$ cat src/rtl/mem_access_unit.sv
// mem_access_unit: RV32I load/store unit driving a single-port, byte-strobed word memory.
// Define LSU_MISALIGN_TRAP_EN to trap misaligned halves/words instead of force-aligning them.
module mem_access_unit #(
   parameter int TIMEOUT_CYC = 15
) (
   input  logic        clk,
   input  logic        reset,
   input  logic        lsu_valid,
   output logic        lsu_ready,
   input  logic        lsu_we,
   input  logic [2:0]  lsu_funct3,
   input  logic [31:0] lsu_addr,
   input  logic [31:0] lsu_wdata,
   output logic [31:0] lsu_rdata,
   output logic        lsu_done,
   output logic        lsu_err,
   input  logic        conf_sel,
   output logic        mem_wren,
   output logic        mem_rden,
   output logic [31:0] mem_addr,
   output logic [3:0]  mem_wstrb,
   output logic [31:0] mem_wdata,
   input  logic [31:0] mem_rdata,
   input  logic        mem_ready
);

   typedef enum logic [1:0] {IDLE, REQ, WAIT, RESP} state_t;

   localparam int CW = $clog2(TIMEOUT_CYC + 1);
   localparam logic [CW-1:0] CNT_LAST = CW'(TIMEOUT_CYC - 1);

   state_t        state, state_n;
   logic [CW-1:0] cnt, cnt_n;
   logic          we_q, we_n;
   logic [2:0]    f3_q, f3_n;
   logic [1:0]    off_q, off_n;

   logic          done_n, err_n, wren_n, rden_n;
   logic [31:0]   rdata_n, addr_n, wdata_n;
   logic [3:0]    wstrb_n;

   logic          legal, trap;
   logic [1:0]    off_in;
   logic [3:0]    strb_in;
   logic [31:0]   wd_in, sh, ld;

   assign lsu_ready = (state == IDLE) & ~conf_sel;

   always_comb begin
      legal = 1'b0;
      unique case (lsu_funct3)
         3'b000, 3'b001, 3'b010: legal = 1'b1;
         3'b100, 3'b101:         legal = ~lsu_we;
         default:                legal = 1'b0;
      endcase
   end

`ifdef LSU_MISALIGN_TRAP_EN
   assign trap   = (lsu_funct3[1:0] == 2'b01 & lsu_addr[0]) |
                   (lsu_funct3[1:0] == 2'b10 & |lsu_addr[1:0]);
   assign off_in = lsu_addr[1:0];
`else
   // misaligned halves/words silently drop the low offset bits
   assign trap   = 1'b0;
   assign off_in = (lsu_funct3[1:0] == 2'b10) ? 2'b00 :
                   (lsu_funct3[1:0] == 2'b01) ? {lsu_addr[1], 1'b0} :
                   lsu_addr[1:0];
`endif

   always_comb begin
      strb_in = 4'b1111;
      wd_in   = lsu_wdata;
      unique case (lsu_funct3[1:0])
         2'b00: begin
            strb_in = 4'b0001 << off_in;
            wd_in   = {4{lsu_wdata[7:0]}};
         end
         2'b01: begin
            strb_in = 4'b0011 << off_in;
            wd_in   = {2{lsu_wdata[15:0]}};
         end
         default: ;
      endcase
   end

   assign sh = mem_rdata >> {off_q, 3'b000};

   always_comb begin
      ld = mem_rdata;
      unique case (f3_q)
         3'b000:  ld = {{24{sh[7]}}, sh[7:0]};
         3'b001:  ld = {{16{sh[15]}}, sh[15:0]};
         3'b100:  ld = {24'h0, sh[7:0]};
         3'b101:  ld = {16'h0, sh[15:0]};
         default: ld = mem_rdata;
      endcase
   end

   always_comb begin
      state_n = state;
      cnt_n   = cnt;
      we_n    = we_q;
      f3_n    = f3_q;
      off_n   = off_q;
      done_n  = 1'b0;
      err_n   = 1'b0;
      rdata_n = 32'h0;
      wren_n  = 1'b0;
      rden_n  = 1'b0;
      wstrb_n = 4'h0;
      addr_n  = mem_addr;
      wdata_n = mem_wdata;
      unique case (state)
         IDLE: begin
            if (lsu_valid & lsu_ready) begin
               we_n  = lsu_we;
               f3_n  = lsu_funct3;
               off_n = off_in;
               if (~legal | trap) begin
                  done_n  = 1'b1;
                  err_n   = 1'b1;
                  state_n = RESP;
               end else begin
                  // strobes are registered here so they show during REQ
                  state_n = REQ;
                  wren_n  = lsu_we;
                  rden_n  = ~lsu_we;
                  addr_n  = {2'b00, lsu_addr[31:2]};
                  if (lsu_we) begin
                     wstrb_n = strb_in;
                     wdata_n = wd_in;
                  end
               end
            end
         end
         REQ: begin
            state_n = WAIT;
            cnt_n   = '0;
         end
         WAIT: begin
            if (mem_ready) begin
               state_n = RESP;
               done_n  = 1'b1;
               rdata_n = we_q ? 32'h0 : ld;
            end else if (cnt == CNT_LAST) begin
               state_n = RESP;
               done_n  = 1'b1;
               err_n   = 1'b1;
            end else begin
               cnt_n = cnt + 1'b1;
            end
         end
         RESP: state_n = IDLE;
         default: state_n = IDLE;
      endcase
   end

   always_ff @(posedge clk or posedge reset) begin
      if (reset) state <= IDLE;
      else       state <= state_n;
   end

   always_ff @(posedge clk or posedge reset) begin
      if (reset) begin
         cnt       <= '0;
         we_q      <= 1'b0;
         f3_q      <= 3'b0;
         off_q     <= 2'b0;
         lsu_done  <= 1'b0;
         lsu_err   <= 1'b0;
         lsu_rdata <= 32'h0;
         mem_wren  <= 1'b0;
         mem_rden  <= 1'b0;
         mem_addr  <= 32'h0;
         mem_wstrb <= 4'h0;
         mem_wdata <= 32'h0;
      end else begin
         cnt       <= cnt_n;
         we_q      <= we_n;
         f3_q      <= f3_n;
         off_q     <= off_n;
         lsu_done  <= done_n;
         lsu_err   <= err_n;
         lsu_rdata <= rdata_n;
         mem_wren  <= wren_n;
         mem_rden  <= rden_n;
         mem_addr  <= addr_n;
         mem_wstrb <= wstrb_n;
         mem_wdata <= wdata_n;
      end
   end

endmodule

$ cat config.mk
export PLATFORM = sky130hd
export DESIGN_NAME = mem_access_unit
export DESIGN_NICKNAME = d
export VERILOG_FILES = /design/src/rtl/mem_access_unit.sv
export SDC_FILE = /design/constraint.sdc
export NUM_CORES = 1
export LEC_CHECK = 0
export CAP_MARGIN = 20
export CELL_PAD_IN_SITES_DETAIL_PLACEMENT = 1
export CELL_PAD_IN_SITES_GLOBAL_PLACEMENT = 1
export CORE_UTILIZATION = 34
export DETAILED_ROUTE_END_ITERATION = 7
export PLACE_DENSITY_LB_ADDON = 0.1
export SLEW_MARGIN = 20
export SYNTH_ARGS = -nofsm -noshare
export SYNTH_HDL_FRONTEND = slang
export SYNTH_SLANG_ARGS = --single-unit
$ cat constraint.sdc
create_clock -name clk -period 4.3 [get_ports clk]
set_clock_uncertainty 0.05 [all_clocks]
set_input_delay 0.43 -clock clk [delete_from_list [all_inputs] [get_ports clk]]
set_output_delay 0.43 -clock clk [all_outputs]
set_load 0.01 [all_outputs]
==> metrics <==
outcome=complete, no violations; # resized after CTS=0; layout cells sized above 1=0.164; Congestion Overflow GR=0; EDFF count, synth=0; synthesized cell area=5310 um^2; crit-path max FO=25; Setup TNS=0 ps; first-pass GRT wire length=24.7 mm; worst skew pair latency=410 ps; Starting DRT DRC Count=207; Starting Density=0.349; final hold vios=0; utilization after layout=0.531; P per Cell Area=613 nW/um^2; via count=4103; synthesis warning total=0; Buffers on Ports=207; Area contributors post-synth=dfrtp_1, mux2_2, mux2_1; via/cell ratio=5.00; TritonRoute pass-1 iters=4; worst min path class=flip-flop to flip-flop; Placer Congestion=0.769; WL final=15.5 mm; Die H=127 um; Worst setup SP type=flip-flop; Yosys reg bits=114; Synth-to-Final Area Change=52.2%; die area=16100 um^2; Post-CTS Setup Inserts=0; worst slew pin tran=909 ps; largest net degree at the start of global routing=84; unrepaired setup endpoints after global routing=no; HPWL Detailed=11.5 mm; top cell type's share of synthesized area=0.538; ANT cells=0; root buffer cell=clkbuf_16; commonest non-fill, non-tap cell in the layout=clkdlybuf4s50_1; clock slew at the register clock pins of the worst setup and hold paths=50 ps; fill count=1576; fmax=349 MHz; row cnt=45; Post-route DRC=0; WS Path Type=flip-flop to flip-flop; wire per inst=18.9 um; data required time of the worst path=4540 ps; Ports=210; Hold-fix buffers, CTS=0; Final ANT Viol Nets=0; final setup violation count=0; final period utilization=0.667; Synth area leader=dfrtp_1; Max clock buf depth=2; total track usage=0.203; peak supply drop=265 uV; Tmin final=2870 ps; Post-synth ARST share=1.00; synth unique cells=45; CTS Sinks=114; relative slew slack=0.394; Max Cap Viol=0; area of the core=15200 um^2; CP endpoint kind=flip-flop; CTS tree=done; vias in the first global route=4528; Most used DFF post-synth=dfrtp_1; crit path DAT=3110 ps; initial antenna violation count=0; # nets final=731; Leak Pwr=0.00353 uW; Horiz. Die Dim=127 um; Post-Syn Instances=419; htree depth=4; CTS buffer count=17; max-slew violations=0; Seq/Total Area, Yosys=0.538; most frequent cells in the layout=clkdlybuf4s50_1, dfrtp_1, mux2_2, mux2_1, o21ai_0; Syn Area/Cell=12.7 um^2
## final timing paths
kind | cells after the start | endpoint | slack (ps) | startpoint
worst max-delay path | 6 | mem_wdata[31] | 1430 | state[0]
worst min-delay path | 1 | mem_wdata[15] | 440 | mem_wdata[15]
worst max register to register | 6 | mem_wdata[31] | 1430 | state[0]
worst min register to register | 1 | mem_wdata[15] | 440 | mem_wdata[15]
max in group asynchronous | 3 | mem_wdata[4] | 2940 | reset
min in group asynchronous | 2 | mem_addr[22] | 490 | reset
## cell families after synthesis
group           after synthesis  share of synthesized area
flops                       114                      0.538
mux                          98                      0.211
compound gates               86                      0.125
simple gates                 69                     0.0703
buf+inv                      45                     0.0413
fa+ha+maj                     6                     0.0141
other cells                   1                   0.000707
## cell usage after synthesis, types with 3 or more instances
master / number
buf_4: 3
o31ai_1: 9
nand2_1: 18
inv_1: 12
nand3_1: 8
o221a_2: 6
a21oi_1: 10
o211a_1: 6
mux2i_1: 15
buf_6: 3
nand3b_1: 8
clkbuf_1: 15
mux2_4: 6
or3_1: 3
buf_2: 9
ha_1: 6
dfrtp_1: 114
a2bb2oi_1: 7
nor2b_1: 5
mux2_1: 25
mux2_2: 51
o2bb2ai_1: 16
nor2_1: 11
o21ai_0: 21
nand2b_1: 7
## power breakdown
part	internal [uW]	switching (uW)	total, uW
registers	1440	296	1740
logic	1080	769	1850
clock network	878	488	1370
total	3390	1550	4950
## state kept, by name (all words and copies together) (netlist names)
signal,count
lsu_rdata,32
lsu_done,1
f3_q,3
mem_wdata,32
mem_wren,1
lsu_err,1
mem_wstrb,4
cnt,4
off_q,2
mem_addr,30
state,2
we_q,1
mem_rden,1
## cell type report
class | count | area, um^2 | area share
clock buffers | 22 | 464 | 0.0575
inverters | 14 | 62.6 | 0.00775
repair buffers | 212 | 2110 | 0.261
clock inverters | 10 | 109 | 0.0135
multi-input cells | 261 | 2240 | 0.278
well taps | 188 | 235 | 0.0291
flip-flops and latches | 114 | 2850 | 0.353
## routing by layer
metal / part of all wire / global-route usage
met1: 0.41 / 0.238
met2: 0.50 / 0.346
met3: 0.080 / 0.0772
met4: 0.0071 / 0.0567
met5: 0 / 0
## worst max-delay path: stages (launching register included)
cell,delay [ps]
dfrtp_1,390
inv_1,110
ha_1,250
nand3b_1,320
or4_1,910
clkinv_4,330
mux2_2,370
## stage by stage
stage / hold WS (ps) / total power, uW / cell area, um^2 / setup WS, ps / cells
2_1_floorplan: 405 / 2600 / 5310 / 804 / 420
5_1_grt: 458 / 5240 / 8080 / 1230 / 821
3_5_place_dp: 425 / 3610 / 7500 / 1180 / 789
6_report: 437 / 4950 / 8080 / 1430 / 821
4_1_cts: 441 / 5010 / 8070 / 1390 / 821
3_3_place_gp: 417 / 3540 / 7500 / 1250 / 789
No activity file was read; power rests on OpenSTA's default activity.
